[config.mk]
export PLATFORM = sky130hd
export DESIGN_NAME = bictr_decode_seq
export DESIGN_NICKNAME = d
export VERILOG_FILES = /design/src/rtl/bictr_decode_seq.sv
export SDC_FILE = /design/constraint.sdc
export NUM_CORES = 1
export LEC_CHECK = 0
export BUFFER_PORTS_ARGS = -buffer_cell sky130_fd_sc_hd__buf_4
export CAP_MARGIN = 15
export CORE_ASPECT_RATIO = 2
export CORE_MARGIN = 1.5
export CORE_UTILIZATION = 25
export DETAILED_ROUTE_END_ITERATION = 7
export HOLD_SLACK_MARGIN = 0.15
export SLEW_MARGIN = 10
export SYNTH_ARGS = -nofsm -noshare
export SYNTH_HDL_FRONTEND = slang
export SYNTH_SLANG_ARGS = --single-unit
[constraint.sdc]
create_clock -name clk -period 6.2 [get_ports clk]
set_input_delay 1.55 -clock clk [delete_from_list [all_inputs] [get_ports clk]]
set_output_delay 1.55 -clock clk [all_outputs]
set_load 0.02 [all_outputs]
[src/rtl/bictr_decode_seq.sv]
// Command sequencer for a DW03_bictr_decode style up/down counter.
// Turns LOAD / COUNT_UP / COUNT_DN commands into registered counter strobes and tracks a shadow count.
module bictr_decode_seq #(
  parameter int WIDTH = 8,
  parameter int LEN_W = 8,
  localparam int DW = (WIDTH > LEN_W) ? WIDTH : LEN_W
) (
  input  logic             clk,
  input  logic             rst,
  input  logic             cmd_valid,
  output logic             cmd_ready,
  input  logic [1:0]       cmd_op,
  input  logic [DW-1:0]    cmd_data,
  input  logic             abort,
  output logic             ctr_load,
  output logic             ctr_cen,
  output logic             ctr_up_dwn,
  output logic [WIDTH-1:0] ctr_data,
  input  logic             ctr_carry,
  output logic             done,
  output logic             sts_wrap,
  output logic             sts_abort,
  output logic [WIDTH-1:0] shadow_val
);

  typedef enum logic [1:0] {
    ST_IDLE,
    ST_LOAD,
    ST_RUN,
    ST_DONE
  } state_t;

  localparam logic [1:0] OP_LOAD = 2'b00;
  localparam logic [1:0] OP_UP   = 2'b01;
  localparam logic [1:0] OP_DN   = 2'b10;

  state_t             state, state_nx;
  logic [LEN_W-1:0]   remain, remain_nx;
  logic               load_nx, cen_nx, up_nx, done_nx, wrap_nx, abort_nx;
  logic [WIDTH-1:0]   data_nx, shadow_nx;
  logic               hs;
  logic               last_step;
  logic [LEN_W-1:0]   n_req;

  assign cmd_ready = (state == ST_IDLE);
  assign hs        = cmd_valid && cmd_ready;
  assign n_req     = cmd_data[LEN_W-1:0];
  assign last_step = (remain == LEN_W'(1));

  always_ff @(posedge clk or posedge rst) begin
    if (rst) begin
      state      <= ST_IDLE;
      remain     <= '0;
      ctr_load   <= 1'b0;
      ctr_cen    <= 1'b0;
      ctr_up_dwn <= 1'b0;
      ctr_data   <= '0;
      done       <= 1'b0;
      sts_wrap   <= 1'b0;
      sts_abort  <= 1'b0;
      shadow_val <= '0;
    end else begin
      state      <= state_nx;
      remain     <= remain_nx;
      ctr_load   <= load_nx;
      ctr_cen    <= cen_nx;
      ctr_up_dwn <= up_nx;
      ctr_data   <= data_nx;
      done       <= done_nx;
      sts_wrap   <= wrap_nx;
      sts_abort  <= abort_nx;
      shadow_val <= shadow_nx;
    end
  end

  always_comb begin
    state_nx = state;
    unique case (state)
      ST_IDLE: begin
        if (hs) begin
          unique case (cmd_op)
            OP_LOAD:      state_nx = ST_LOAD;
            OP_UP, OP_DN: state_nx = (n_req != '0) ? ST_RUN : ST_DONE;
            default:      state_nx = ST_DONE;
          endcase
        end
      end
      ST_LOAD: state_nx = ST_DONE;
      // The step in the abort cycle still executes; leaving RUN drops cen next cycle.
      ST_RUN:  if (last_step || abort) state_nx = ST_DONE;
      ST_DONE: state_nx = ST_IDLE;
      default: state_nx = ST_IDLE;
    endcase
  end

  // Strobes are decoded from the next state so they come straight out of flops.
  always_comb begin
    load_nx   = (state_nx == ST_LOAD);
    cen_nx    = (state_nx == ST_RUN);
    done_nx   = (state_nx == ST_DONE);
    up_nx     = ctr_up_dwn;
    data_nx   = ctr_data;
    remain_nx = remain;
    shadow_nx = shadow_val;
    wrap_nx   = sts_wrap;
    abort_nx  = sts_abort;

    if (hs) begin
      remain_nx = n_req;
      wrap_nx   = 1'b0;
      abort_nx  = 1'b0;
      if (cmd_op == OP_LOAD) data_nx = cmd_data[WIDTH-1:0];
      if (state_nx == ST_RUN) up_nx = (cmd_op == OP_UP);
    end else begin
      if (state == ST_RUN) begin
        remain_nx = remain - LEN_W'(1);
        shadow_nx = ctr_up_dwn ? shadow_val + WIDTH'(1) : shadow_val - WIDTH'(1);
        if (abort && !last_step) abort_nx = 1'b1;
      end
      if (state == ST_LOAD) shadow_nx = ctr_data;
      if (ctr_cen && ctr_carry) wrap_nx = 1'b1;
    end
  end

endmodule

# Yosys cells after proc, flatten, opt, wreduce, memory -nomap -nowiden
# Index checks and enable logic that the tools add are counted.
# totals
ff_bits,32
wordCells,55
output_inout_bits,23
inputBits,15
# classes
mux,15
add_sub_neg,3
bitwise_logic,1
reduce_logical,17
n_eq_ne,9
# op_table
operator,count
8-bit 2-to-1 mux,5
8-bit by 1-bit subtractor with 8-bit output (second input constant),2
2-bit == test (second input constant),5
8-bit by 1-bit adder with 8-bit output (second input constant),1
8-bit by 1-bit == test with 1-bit output (second input constant),1
2-bit one-hot mux with 4 select lines,1
2-bit AND reduction,4
2-bit nonzero test,4
8-bit nonzero test,1
2-bit by 1-bit == test with 1-bit output (second input constant),3
1-bit 2-to-1 mux,6
2-bit logical NOT,2
2-bit 2-to-1 mux,2
2-bit one-hot mux with 2 select lines,1
1-bit logical AND,3
2-bit OR reduction,1
1-bit logical NOT,1
1-bit logical OR,1
1-bit NOT,1

# Depth between registers and ports, before layout
# logic_depth
word_depth,7
mapped_depth,8
depth_no_buf,8

# Least setup slack after synthesis
# OpenSTA, ideal clock, no wires.
# synth_path
kind,input port to flip-flop
start,input cmd_op[1]
end,register ctr_up_dwn
path_buffers,0
setup_ns,0.128
setup_slack_ns,3.314
cell_stages,6
arrival_time_ns,2.759
t_required_ns,6.072
path_cell_list,inv_1 ha_1 nor4b_1 a31oi_1 o31ai_1 mux2_1
# synth_between
elab_chain_len,7
elab_cells_between_ends,9
classes_between,3 x eq/ne; 3 x mux; 3 x reduce/logical
# synth_lines
item,line,text
start: declaration,12,"input logic [1:0] cmd_op,"
2-bit by 1-bit == test with 1-bit output / 2-bit == test (equally long branches),"81, 113",
2-bit OR reduction,81,unique case (cmd_op)
2-bit one-hot mux with 2 select lines,81,
2-bit 2-to-1 mux,80,if (hs) begin
2-bit one-hot mux with 4 select lines,78,unique case (state)
2-bit == test,113,if (state_nx == ST_RUN) up_nx = (cmd_op == OP_UP);
2-bit AND reduction (no line),-,
end signal: assignment,67,ctr_up_dwn <= up_nx;
end: declaration,17,"output logic ctr_up_dwn,"
# Parallel ways exist; a longest one is shown, timed or not.
# A chain may end at the register's enable or synchronous reset.

# Worst setup path after layout
# layout_path
start,input cmd_op[0]
end,register ctr_up_dwn
# Same word-level chain as after synthesis.

==> flow_summary.ini <==
[outcome]
outcome = finished clean

[global_routing]
grt-busiest-layer = met2
grt_pass1_wl_mm = 7.89
use_met2 = 0.252
groute.layer.met3.usage = 0.0205
globalRouteTotalUtil = 0.129
via_count_of_the_first_global_routing_pass = 1590
maximum_number_of_pins_on_one_net_before_global_route_repair = 33
grt_antenna_before_repair = 0
grt.overflow.total = 0
met1_use_gr = 0.119

[clocking]
postCtsResizedCells = 0
latest_clock_arrival_within_the_worst_skew_pair_ps = 270
cts.hold.buffers_added = 0
tritoncts = yes
tritoncts_num_sinks = 32
post_cts.repair.setup_buffers = 0
cts.clk_slew.worst_paths_ps = 50
h-tree-depth = 2
max-clock-path-buffers = 2
clock-root-buffer = sky130_fd_sc_hd__clkbuf_16
cts_buffers = 5

[setup_path]
critical_path.endpoint = ctr_up_dwn
regToRegStartpoint = ctr_up_dwn
critical_path.max_stage_delay_ps = 320
library_cell_contributing_the_largest_single_delay_on_the_critical_path = sky130_fd_sc_hd__nor4bb_1
worstSetupPathType = primary input to register
cp_capture_type = register
worst_r2r_path_depth = 7
cp-startpoint = cmd_op[0]
rrSetupSlack_ps = 3850
required_ps = 6350
critical_path.max_fanout = 4
cp_data_arrival_time_ps = 3070
crit_chain = buf_4, inv_1, ha_1, nor4bb_1, o21ai_0, a31oi_1, o31ai_1, mux2_1
worst_setup_path_start_kind = primary input
crit-reg2reg-capture = shadow_val[7]

[routing]
detail_route.vias_per_cell = 4.77
antenna_left = 0
drt-pass1-iter-count = 4
drt_iter0_drc = 59
routed_wl_mm = 4.87
detail_route.drc_violations = 0
vias = 1563
routed_wire_length_per_instance_um = 14.9

[pwr]
power-per-cell-area_nw_per_um2 = 637
p_leak_nw = 1.12
vdd_ir_drop_max_mv = 0.171

[final_layout]
instances_no_fill = 328
final_net_count = 266
total_inserted_antenna_cells = 0
fillCellCount = 758
finish.instance_area_um2 = 2420
most_common_library_cell_in_the_layout_ignoring_fill_and_taps = sky130_fd_sc_hd__buf_4
syn_to_final_growth_pct = 27.9
mostFrequentLayoutCells = 38 x sky130_fd_sc_hd__buf_4, 32 x sky130_fd_sc_hd__dfrtp_1, 19 x sky130_fd_sc_hd__nor2_1
drive_above_1_share = 0.242

[yosys]
synth_largest_type_area_fraction = 0.423
synth_cell_type_count = 39
async_set_or_reset_flop_fraction_in_the_synthesized_netlist = 1.00
post-synth-top-area-cell = sky130_fd_sc_hd__dfrtp_1
post_synth.cell_area_avg_um2 = 9.71
synth_enable_flop_cells = 0
syn_inst = 195
flip_flop_and_latch_count_after_synthesis = 32
synthFlopType = sky130_fd_sc_hd__dfrtp_1
synth.net_count = 226
netlist_area_um2 = 1890
synth-seq-area-share = 0.423
synth_area_leaders = sky130_fd_sc_hd__dfrtp_1 42%, sky130_fd_sc_hd__ha_1 9.9%, sky130_fd_sc_hd__mux2_2 5.4%
synthesis.yosys.warnings = 0

[floorplanning]
design.die.area_um2 = 8140
placementRows = 44
ios = 38
die_width_um = 64.6
initial_core_util = 0.259
floorplan.core_area_um2 = 7320
chipHeight_um = 126

[sta]
finalHoldViolations = 0
timing.setup.tns_ps = 0
min_period_ps = 2920
setup_ws_ps = 3280
fmaxAchievable_mhz = 343
hold_slack_ps = 499
final_min_period_over_clock_period = 0.470
timing_max_transition_violations_final = 0
clock_skew_ps = 2.90
final-setup-viol-count = 0
relSlewSlack = 0.623
max_slew.worst_pin.slew_ps = 566
rsz0062_at_grt = false

[place]
dpl_worst_slack_ps = 3000
place_area_um2 = 2280
gp_congestion = 0.749
port_buffers = 37
dpl_hpwl_mm = 3.83
placedCellCount = 320

[hold_path]
min-delay-path-class = register to register
timing.hold.worst.start = sts_abort

[job]
cap_viol_max_count = 0
-- power breakdown --
part / leakage (nW) / internal, W / switching, W
clock: 0.0712 / 0.000160 / 0.0000830
sequential: 0.386 / 0.000321 / 0.000101
combinational: 0.658 / 0.000386 / 0.000492
total: 1.12 / 0.000868 / 0.000676
-- per-layer routing --
layer	wire length [um]	vias to the layer above	share of wire
met4	167	0	0.034
li1	-	766	-
met2	2930	34	0.60
met3	124	8	0.025
met5	0	-	0
met1	1650	755	0.34
-- flip-flops by register name (all words and copies together) (netlist names) --
name,count
ctr_cen,1
ctr_data,8
ctr_load,1
ctr_up_dwn,1
done,1
remain,8
shadow_val,8
state,2
sts_abort,1
sts_wrap,1
-- layout make-up --
cell class | count | area [um2] | share of cell area
Clock buffer | 8 | 146 | 0.0604
Inverter | 15 | 56.3 | 0.0232
Multi-Input combinational cell | 143 | 1020 | 0.420
Timing Repair Buffer | 38 | 285 | 0.118
Sequential cell | 32 | 801 | 0.331
Tap cell | 92 | 115 | 0.0475
-- per-stage QoR --
step	utilization	power, W
after floorplan	-	0.00103
after global placement	0.311	0.00129
after detailed placement	0.311	0.00131
after CTS	0.331	0.00156
after global routing	0.331	0.00167
final	0.331	0.00154
-- synth_stat cells, types with 2 or more instances --
library cell,n
sky130_fd_sc_hd__inv_1,15
sky130_fd_sc_hd__a211o_1,3
sky130_fd_sc_hd__dfrtp_1,32
sky130_fd_sc_hd__o21bai_1,2
sky130_fd_sc_hd__or4_1,2
sky130_fd_sc_hd__nand2b_1,2
sky130_fd_sc_hd__a31oi_1,3
sky130_fd_sc_hd__nand2_1,15
sky130_fd_sc_hd__a21o_1,3
sky130_fd_sc_hd__nand3_1,4
sky130_fd_sc_hd__mux2_2,9
sky130_fd_sc_hd__nor2_1,19
sky130_fd_sc_hd__mux2i_1,2
sky130_fd_sc_hd__xnor2_1,5
sky130_fd_sc_hd__o21ai_0,16
sky130_fd_sc_hd__nor3_1,6
sky130_fd_sc_hd__xor2_1,3
sky130_fd_sc_hd__a211oi_1,5
sky130_fd_sc_hd__a21oi_1,11
sky130_fd_sc_hd__clkbuf_1,5
sky130_fd_sc_hd__ha_1,15
-- worst min path at each step --
stage                      to  slack, ps  depth (start not counted)
detailed placement  sts_abort        490                          1
global placement    sts_abort        500                          1
floorplan           remain[5]        560                          2
global route        sts_abort        530                          1
finish              sts_abort        500                          1
CTS                 sts_abort        510                          1
-- worst max-delay path: cells and delay by family --
kind,cells,cell delay (ps)
compound gates,3,520
buf+inv,2,130
simple gates,1,320
fa+ha+maj,1,240
mux,1,310
-- logic make-up (layout without fill, tap and decap cells) --
group / count (synthesis) / count (layout) / share of synthesized area
buffers and inverters: 20 / 61 / 0.0396
XOR/XNOR: 8 / 8 / 0.0370
flip-flops: 32 / 32 / 0.423
adder cells (fa/ha/maj): 16 / 16 / 0.110
multiplexers: 12 / 12 / 0.0700
AO/OA/AOI/OAI: 47 / 47 / 0.152
AND/OR/NAND/NOR: 60 / 60 / 0.169
Note: power is estimated with default switching activity, not from simulation.
